==> src/rtl/apb_regfile_pkg.sv <==
// -----------------------------------------------------------------------------
// apb_regfile_pkg
// Shared types and constants for the APB register file.
//   apb_state_e     : two-state transfer FSM encoding (IDLE / ACCESS)
//   MAX_WAIT_STATES : largest supported number of PREADY-low ACCESS cycles
//   WAIT_CNT_W      : width of the ACCESS-phase wait counter
// Configuration macro used elsewhere in the block: APB_REGFILE_PSTRB_EN
// -----------------------------------------------------------------------------
package apb_regfile_pkg;

    typedef enum logic {
        IDLE   = 1'b0,
        ACCESS = 1'b1
    } apb_state_e;

    localparam int MAX_WAIT_STATES = 15;
    localparam int WAIT_CNT_W      = $clog2(MAX_WAIT_STATES + 1);

endpackage : apb_regfile_pkg

==> src/rtl/apb_regfile_if.sv <==
// -----------------------------------------------------------------------------
// apb_regfile_if
// APB bus bundle between a requester and the register file.
//   PSEL, PENABLE, PWRITE, PADDR, PWDATA : requester -> register file
//   PSTRB                                : byte-lane enables, only when
//                                          APB_REGFILE_PSTRB_EN is defined
//   PRDATA, PREADY, PSLVERR              : register file -> requester
// Modports: master (requester side), slave (register file side).
// -----------------------------------------------------------------------------
interface apb_regfile_if #(
    parameter int DWIDTH = 32,
    parameter int AWIDTH = 8
);

    logic              PSEL;
    logic              PENABLE;
    logic              PWRITE;
    logic [AWIDTH-1:0] PADDR;
    logic [DWIDTH-1:0] PWDATA;
`ifdef APB_REGFILE_PSTRB_EN
    logic [DWIDTH/8-1:0] PSTRB;
`endif
    logic [DWIDTH-1:0] PRDATA;
    logic              PREADY;
    logic              PSLVERR;

    modport master (
`ifdef APB_REGFILE_PSTRB_EN
        output PSTRB,
`endif
        output PSEL,
        output PENABLE,
        output PWRITE,
        output PADDR,
        output PWDATA,
        input  PRDATA,
        input  PREADY,
        input  PSLVERR
    );

    modport slave (
`ifdef APB_REGFILE_PSTRB_EN
        input  PSTRB,
`endif
        input  PSEL,
        input  PENABLE,
        input  PWRITE,
        input  PADDR,
        input  PWDATA,
        output PRDATA,
        output PREADY,
        output PSLVERR
    );

endinterface : apb_regfile_if

==> src/rtl/apb_reg_cell.sv <==
// -----------------------------------------------------------------------------
// apb_reg_cell
// One DWIDTH-bit read/write register with byte-lane write enables.
//   PCLK, PRESETn : clock, asynchronous active-low reset
//   we            : write commit for this register (one cycle)
//   byte_en       : per-byte lane enables for the commit
//   wdata         : write data
//   q             : current register contents
//   wr_pulse      : high for the single cycle after a commit that touched
//                   at least one byte lane
// -----------------------------------------------------------------------------
module apb_reg_cell #(
    parameter int DWIDTH = 32
) (
    input  logic                PCLK,
    input  logic                PRESETn,
    input  logic                we,
    input  logic [DWIDTH/8-1:0] byte_en,
    input  logic [DWIDTH-1:0]   wdata,
    output logic [DWIDTH-1:0]   q,
    output logic                wr_pulse
);

    always_ff @(posedge PCLK or negedge PRESETn) begin
        if (!PRESETn) begin
            q        <= '0;
            wr_pulse <= 1'b0;
        end else begin
            // A commit with no lanes enabled is not a write at all.
            wr_pulse <= we && (|byte_en);
            if (we) begin
                for (int b = 0; b < DWIDTH/8; b++) begin
                    if (byte_en[b]) begin
                        q[b*8 +: 8] <= wdata[b*8 +: 8];
                    end
                end
            end
        end
    end

endmodule : apb_reg_cell

==> src/rtl/apb_regfile.sv <==
// -----------------------------------------------------------------------------
// apb_regfile
// APB slave exposing NREGS read/write registers with optional wait states.
//   PCLK, PRESETn : clock, asynchronous active-low reset
//   apb           : APB slave bus (apb_regfile_if.slave)
//   regs_out      : all registers, register i at [i*DWIDTH +: DWIDTH]
//   wr_pulse      : per-register one-cycle flag after a committed write
// Parameters: DWIDTH (multiple of 8), NREGS (>= 1), AWIDTH, WAIT_STATES (0..15)
// Optional feature: define APB_REGFILE_PSTRB_EN to honour PSTRB byte lanes;
// without it every write replaces the full register.
// -----------------------------------------------------------------------------
module apb_regfile
    import apb_regfile_pkg::*;
#(
    parameter int DWIDTH      = 32,
    parameter int NREGS       = 8,
    parameter int AWIDTH      = 8,
    parameter int WAIT_STATES = 0
) (
    input  logic                    PCLK,
    input  logic                    PRESETn,
    apb_regfile_if.slave            apb,
    output logic [NREGS*DWIDTH-1:0] regs_out,
    output logic [NREGS-1:0]        wr_pulse
);

    localparam int STRB_W    = DWIDTH / 8;
    localparam int IDX_SHIFT = $clog2(STRB_W);

    localparam logic [WAIT_CNT_W-1:0] WAIT_TGT = WAIT_CNT_W'(WAIT_STATES);
    // One extra bit so NREGS == 2**AWIDTH still compares correctly.
    localparam logic [AWIDTH:0]       NREGS_L  = (AWIDTH + 1)'(NREGS);

    apb_state_e            state;
    apb_state_e            state_nx;
    logic [WAIT_CNT_W-1:0] wait_cnt;
    logic [WAIT_CNT_W-1:0] wait_cnt_nx;

    logic [AWIDTH-1:0]     idx;
    logic                  idx_valid;
    logic                  ready;
    logic                  complete;
    logic [STRB_W-1:0]     strb;
    logic [NREGS-1:0]      we_vec;
    logic [DWIDTH-1:0]     rd_word;

    // Word index from the byte address; sub-word offset bits are dropped.
    assign idx       = apb.PADDR >> IDX_SHIFT;
    assign idx_valid = ({1'b0, idx} < NREGS_L);

    assign ready    = (state == ACCESS) && (wait_cnt == WAIT_TGT);
    assign complete = ready && apb.PSEL && apb.PENABLE;

`ifdef APB_REGFILE_PSTRB_EN
    assign strb = apb.PSTRB;
`else
    assign strb = '1;
`endif

    always_ff @(posedge PCLK or negedge PRESETn) begin
        if (!PRESETn) begin
            state    <= IDLE;
            wait_cnt <= '0;
        end else begin
            state    <= state_nx;
            wait_cnt <= wait_cnt_nx;
        end
    end

    // A dropped PSEL in ACCESS abandons the transfer without committing.
    // PSEL held with PENABLE low in ACCESS is a bus error by the requester;
    // the slave simply keeps waiting.
    always_comb begin
        state_nx    = state;
        wait_cnt_nx = wait_cnt;
        case (state)
            IDLE: begin
                wait_cnt_nx = '0;
                if (apb.PSEL && !apb.PENABLE) begin
                    state_nx = ACCESS;
                end
            end
            ACCESS: begin
                if (!apb.PSEL || complete) begin
                    state_nx    = IDLE;
                    wait_cnt_nx = '0;
                end else if (wait_cnt != WAIT_TGT) begin
                    wait_cnt_nx = wait_cnt + 1'b1;
                end
            end
            default: begin
                state_nx    = IDLE;
                wait_cnt_nx = '0;
            end
        endcase
    end

    always_comb begin
        we_vec = '0;
        for (int i = 0; i < NREGS; i++) begin
            if (complete && apb.PWRITE && idx_valid && (idx == AWIDTH'(i))) begin
                we_vec[i] = 1'b1;
            end
        end
    end

    always_comb begin
        rd_word = '0;
        for (int i = 0; i < NREGS; i++) begin
            if (idx == AWIDTH'(i)) begin
                rd_word = regs_out[i*DWIDTH +: DWIDTH];
            end
        end
    end

    assign apb.PREADY  = ready;
    assign apb.PSLVERR = ready && !idx_valid;
    assign apb.PRDATA  = (ready && !apb.PWRITE && idx_valid) ? rd_word : '0;

    for (genvar i = 0; i < NREGS; i++) begin : g_cell
        apb_reg_cell #(
            .DWIDTH(DWIDTH)
        ) u_cell (
            .PCLK     (PCLK),
            .PRESETn  (PRESETn),
            .we       (we_vec[i]),
            .byte_en  (strb),
            .wdata    (apb.PWDATA),
            .q        (regs_out[i*DWIDTH +: DWIDTH]),
            .wr_pulse (wr_pulse[i])
        );
    end

endmodule : apb_regfile
==> src/flat_wrapper.sv <==
// flat-port wrapper written by rule: the top's interface ports become plain ports
module apb_regfile_flat import apb_regfile_pkg::*;
#(
    parameter int DWIDTH      = 32,
    parameter int NREGS       = 8,
    parameter int AWIDTH      = 8,
    parameter int WAIT_STATES = 0
)
  (PCLK, PRESETn, regs_out, wr_pulse, apb_PSEL, apb_PENABLE, apb_PWRITE, apb_PADDR, apb_PWDATA, apb_PRDATA, apb_PREADY, apb_PSLVERR);
  apb_regfile_if #(.DWIDTH(DWIDTH), .AWIDTH(AWIDTH)) apb_i ();
  input  logic PCLK;
  input  logic PRESETn;
  output logic [NREGS*DWIDTH-1:0] regs_out;
  output logic [NREGS-1:0] wr_pulse;
  input wire logic [$bits(apb_i.PSEL)-1:0] apb_PSEL;
  input wire logic [$bits(apb_i.PENABLE)-1:0] apb_PENABLE;
  input wire logic [$bits(apb_i.PWRITE)-1:0] apb_PWRITE;
  input wire logic [$bits(apb_i.PADDR)-1:0] apb_PADDR;
  input wire logic [$bits(apb_i.PWDATA)-1:0] apb_PWDATA;
  output wire logic [$bits(apb_i.PRDATA)-1:0] apb_PRDATA;
  output wire logic [$bits(apb_i.PREADY)-1:0] apb_PREADY;
  output wire logic [$bits(apb_i.PSLVERR)-1:0] apb_PSLVERR;
  assign apb_i.PSEL = apb_PSEL;
  assign apb_i.PENABLE = apb_PENABLE;
  assign apb_i.PWRITE = apb_PWRITE;
  assign apb_i.PADDR = apb_PADDR;
  assign apb_i.PWDATA = apb_PWDATA;
  assign apb_PRDATA = apb_i.PRDATA;
  assign apb_PREADY = apb_i.PREADY;
  assign apb_PSLVERR = apb_i.PSLVERR;
  apb_regfile #(.DWIDTH(DWIDTH), .NREGS(NREGS), .AWIDTH(AWIDTH), .WAIT_STATES(WAIT_STATES)) u_core (.PCLK(PCLK), .PRESETn(PRESETn), .apb(apb_i), .regs_out(regs_out), .wr_pulse(wr_pulse));
endmodule
==> config.mk <==
export PLATFORM = sky130hd
export DESIGN_NAME = apb_regfile_flat
export DESIGN_NICKNAME = d
export VERILOG_FILES = /design/src/rtl/apb_regfile_pkg.sv /design/src/rtl/apb_regfile_if.sv /design/src/rtl/apb_reg_cell.sv /design/src/rtl/apb_regfile.sv /design/src/flat_wrapper.sv
export SDC_FILE = /design/constraint.sdc
export NUM_CORES = 1
export LEC_CHECK = 0
export CAP_MARGIN = 5
export CORE_MARGIN = 2
export CORE_UTILIZATION = 53
export DETAILED_ROUTE_END_ITERATION = 12
export PLACE_DENSITY = 0.86
export SYNTH_ARGS = -nofsm -noshare
export SYNTH_HDL_FRONTEND = slang
export SYNTH_SLANG_ARGS = --single-unit
==> constraint.sdc <==
create_clock -name PCLK -period 4.4 [get_ports PCLK]
set_input_delay 0.44 -clock PCLK [delete_from_list [all_inputs] [get_ports PCLK]]
set_output_delay 0.44 -clock PCLK [all_outputs]
set_load 0.01 [all_outputs]
==> out/metrics.csv <==
stage,metric,value,unit
detailed_routing,"antenna viol nets, final",0,
clock_tree,"Setup Fix Bufs, Post-CTS",0,
floorplanning,total core area,24100,µm²
floorplanning,Initial Util,53.6,%
logic_synthesis,"area leader, netlist",dfrtp_1,
logic_synthesis,Synth top area share,52.1,%
run,Max-Cap Viols,0,
logic_synthesis,Synth Flop Type,dfrtp_1,
critical_path,CP Cell Sequence,clkdlybuf4s50_1 -> or4b_2 -> nor2_1 -> nand2_1 -> a21oi_1 -> clkdlybuf4s50_1,
critical_path,CP Max Fanout,14,
detailed_routing,final WL,43000,µm
logic_synthesis,Avg Inst Size Synth,12.5,µm²
logic_synthesis,synth unique cells,43,
logic_synthesis,post-synthesis adder-cell area fraction,0.194,%
detailed_routing,Initial DRC Count,938,
grt,vias in the first global route,10400,
placed_design,port buffer count,340,
sta,Sum Neg Setup Slack,0,ns
cells_and_area,ANT cells,0,
floorplanning,die span in y,160,µm
floorplanning,Die X,160,µm
sta,Final min period,3.97,ns
sta,hold_ws,-0.0350,ns
grt,first-pass GRT wire length,65200,µm
sta,Achievable Freq,252,MHz
critical_path,Setup crit end kind,output pin,
detailed_routing,vias per cell,6.03,
logic_synthesis,Synth Cell Area,12900,µm²
run_status,status,"complete, but fails checks",
pwr,PwrDens,301,nW/µm²
logic_synthesis,Post-synth EDFFs,0,
critical_path,crit-path most repeated cell,clkdlybuf4s50_1,
logic_synthesis,most common cell in the synthesized netlist,dfrtp_1,
clock_tree,CTS root buf,clkbuf_16,
cells_and_area,share of layout cells above drive strength 1,26.5,%
critical_path,crit start category,input port,
logic_synthesis,Yosys Warn Count,0,
clock_tree,"CTS clk-pin slew, worst paths",0.06,ns
clock_tree,clk sinks,269,
placed_design,routability-driven placement congestion ratio,0.874,
sta,Final WS setup,0.434,ns
logic_synthesis,Synth Area in Compound Gates,6.75,%
sta,RSZ-0062 raised after global routing,false,
logic_synthesis,proportion of synthesized area in mux cells,29.1,%
logic_synthesis,Synth area leaders,"dfrtp_1 52%, mux2_2 17%, mux2_4 7.0%",
logic_synthesis,post-synthesis simple-gate area fraction,8.32,%
clock_tree,CTS buffer count,28,
sta,# setup viols final,0,
detailed_routing,DRC,0,
logic_synthesis,Commonest cells post-synth,"269 x dfrtp_1, 195 x mux2_2, 68 x nand2_1",
logic_synthesis,Mapped Nets,1081,
sta,Max transition margin,20.6,%
critical_path,Critical-path top delay cell,or4b_2,
grt,GRT Total Usage,33.1,%
critical_path,WP data required,3.96,ns
logic_synthesis,Post-Syn Instances,1034,
detailed_routing,DR vias,10300,
placed_design,post-detail-place hpwl,27400,µm
clock_tree,hold_buf cts,0,
critical_path,CP peak stage delay,0.96,ns
logic_synthesis,"Seq/Total Area, Yosys",52.1,%
cells_and_area,Layout area overhead,36.5,%
pwr,peak supply drop,0.266,mV
floorplanning,io pins,343,
sta,Tcrit/Tclk final,90.1,%
clock_tree,Skew-Pair Late Insertion Delay,0.54,ns
critical_path,Setup CP Type,input port to output pin,
grt,GRT Residual Overflow,0,
cells_and_area,Final #Nets,1402,
logic_synthesis,Synth async-reset ratio,100,%
run_status,failing checks,negative hold slack,
sta,"Hold Vio Cnt, Final",21,
grt,initial antenna violation count,0,
logic_synthesis,largest family of logic cells by synthesized area,multiplexers,
floorplanning,Die ar.,25600,µm²
placed_design,DP Worst Slack,0.448,ns
detailed_routing,DR pass1 iterations,5,
logic_synthesis,synthesis-stage register bit count,269,
cells_and_area,Fillers,1665,
detailed_routing,wire per inst,25.3,µm
sta,fin. max-slew vios,0,
pwr,Pleak,0.00807,µW
sta,Least-Margin Pin Slew,1.19,ns
clock_tree,CTS tree,yes,
clock_tree,CTS resizes,0,
floorplanning,cell row count,57,
grt,largest net degree at the start of global routing,120,
critical_path,worst path arrival time,3.53,ns
min_path,worst min-delay path class,input port to asynchronous set/reset pin,
clock_tree,H-tree Lvls,1,
sta,worst clock skew,0.0106,ns
clock_tree,clk buf depth,3,
logic_synthesis,Synth Area in XOR/XNOR,0.0678,%
## flip-flops by register name, summed over array words and instances (netlist names)
register,count
u_core.g_cell.u_cell.q,256
u_core.g_cell.u_cell.wr_pulse,8
u_core.state,1
u_core.wait_cnt,4
## stage by stage
step                total power, µW  std cells  cell area [µm²]  util (%)  hold WS [ns]
global route                   5480       1701            17600      73.1        0.0592
finish                         5310       1701            17600      73.1       -0.0350
floorplan                      2710       1034            12900         -         0.144
global placement               2940       1649            16700      69.2         0.508
detailed placement             2950       1649            16700      69.2         0.516
CTS                            5340       1701            17600      73.1        0.0264
## critical path, delay by kind of cell
family	cells	cell delay, ns
compound gates	1	0.26
buf+inv	2	1.09
simple gates	3	1.72
## power breakdown
group,leakage (µW),switching (µW),internal [µW]
Sequential,0.00375,24.4,2500
Clock,0.000478,974,1420
Combinational,0.00384,232,154
Total,0.00807,1230,4080
## final timing paths
check                                                           from                                          to  slack, ns  cells after the start
max in group asynchronous                                    PRESETn   u_core.g_cell[1].u_cell.q[14]$_DFFE_PN0P_       3.20                      2
hold reg to reg            u_core.g_cell[1].u_cell.q[29]$_DFFE_PN0P_   u_core.g_cell[1].u_cell.q[29]$_DFFE_PN0P_       0.53                      1
min in group PCLK                                       apb_PADDR[3]  u_core.g_cell[6].u_cell.wr_pulse$_DFF_PN0_       0.42                      3
setup reg to reg                      u_core.wait_cnt[0]$_DFFE_PN0P_   u_core.g_cell[1].u_cell.q[23]$_DFFE_PN0P_       1.55                      7
setup / recovery                                        apb_PADDR[5]                              apb_PRDATA[26]       0.43                      6
hold / removal                                               PRESETn    u_core.g_cell[7].u_cell.q[5]$_DFFE_PN0P_      -0.03                      1
## logic make-up after synthesis
group	Yosys count
buf+inv	91
simple gates	218
xor+xnor	1
compound gates	132
mux	321
fa+ha+maj	2
flops	269
## final cells by class
class | instances | area, µm² | area share, %
tap | 324 | 405 | 2.30
inverter | 3 | 11.3 | 0.0639
clock inverter | 10 | 77.6 | 0.440
multi-input combinational | 674 | 5800 | 32.9
sequential | 269 | 6730 | 38.2
timing repair buffer | 379 | 3730 | 21.1
clock buffer | 42 | 875 | 4.96
## layout by cell type, fill, tap and decap left out, types with 32 or more instances in the layout
cell             synthesis  layout
mux2_4                  60      60
nor3_1                  62      59
clkdlybuf4s50_1          0     336
o21ai_0                 34      34
mux2i_1                 65      65
buf_4                    9      38
a21oi_1                 34      34
mux2_2                 195     195
dfrtp_1                269     269
nand2_1                 68      68
nor2_1                  33      32
## layer usage
layer | up-vias | part of all wire, % | track usage (%)
met1 | 5194 | 39 | 43.8
met2 | 558 | 48 | 54.3
li1 | 4401 | - | -
met3 | 109 | 9.0 | 7.35
met5 | - | 0 | 0
met4 | 0 | 3.4 | 11.3
No activity file was read; power rests on OpenSTA's default activity.
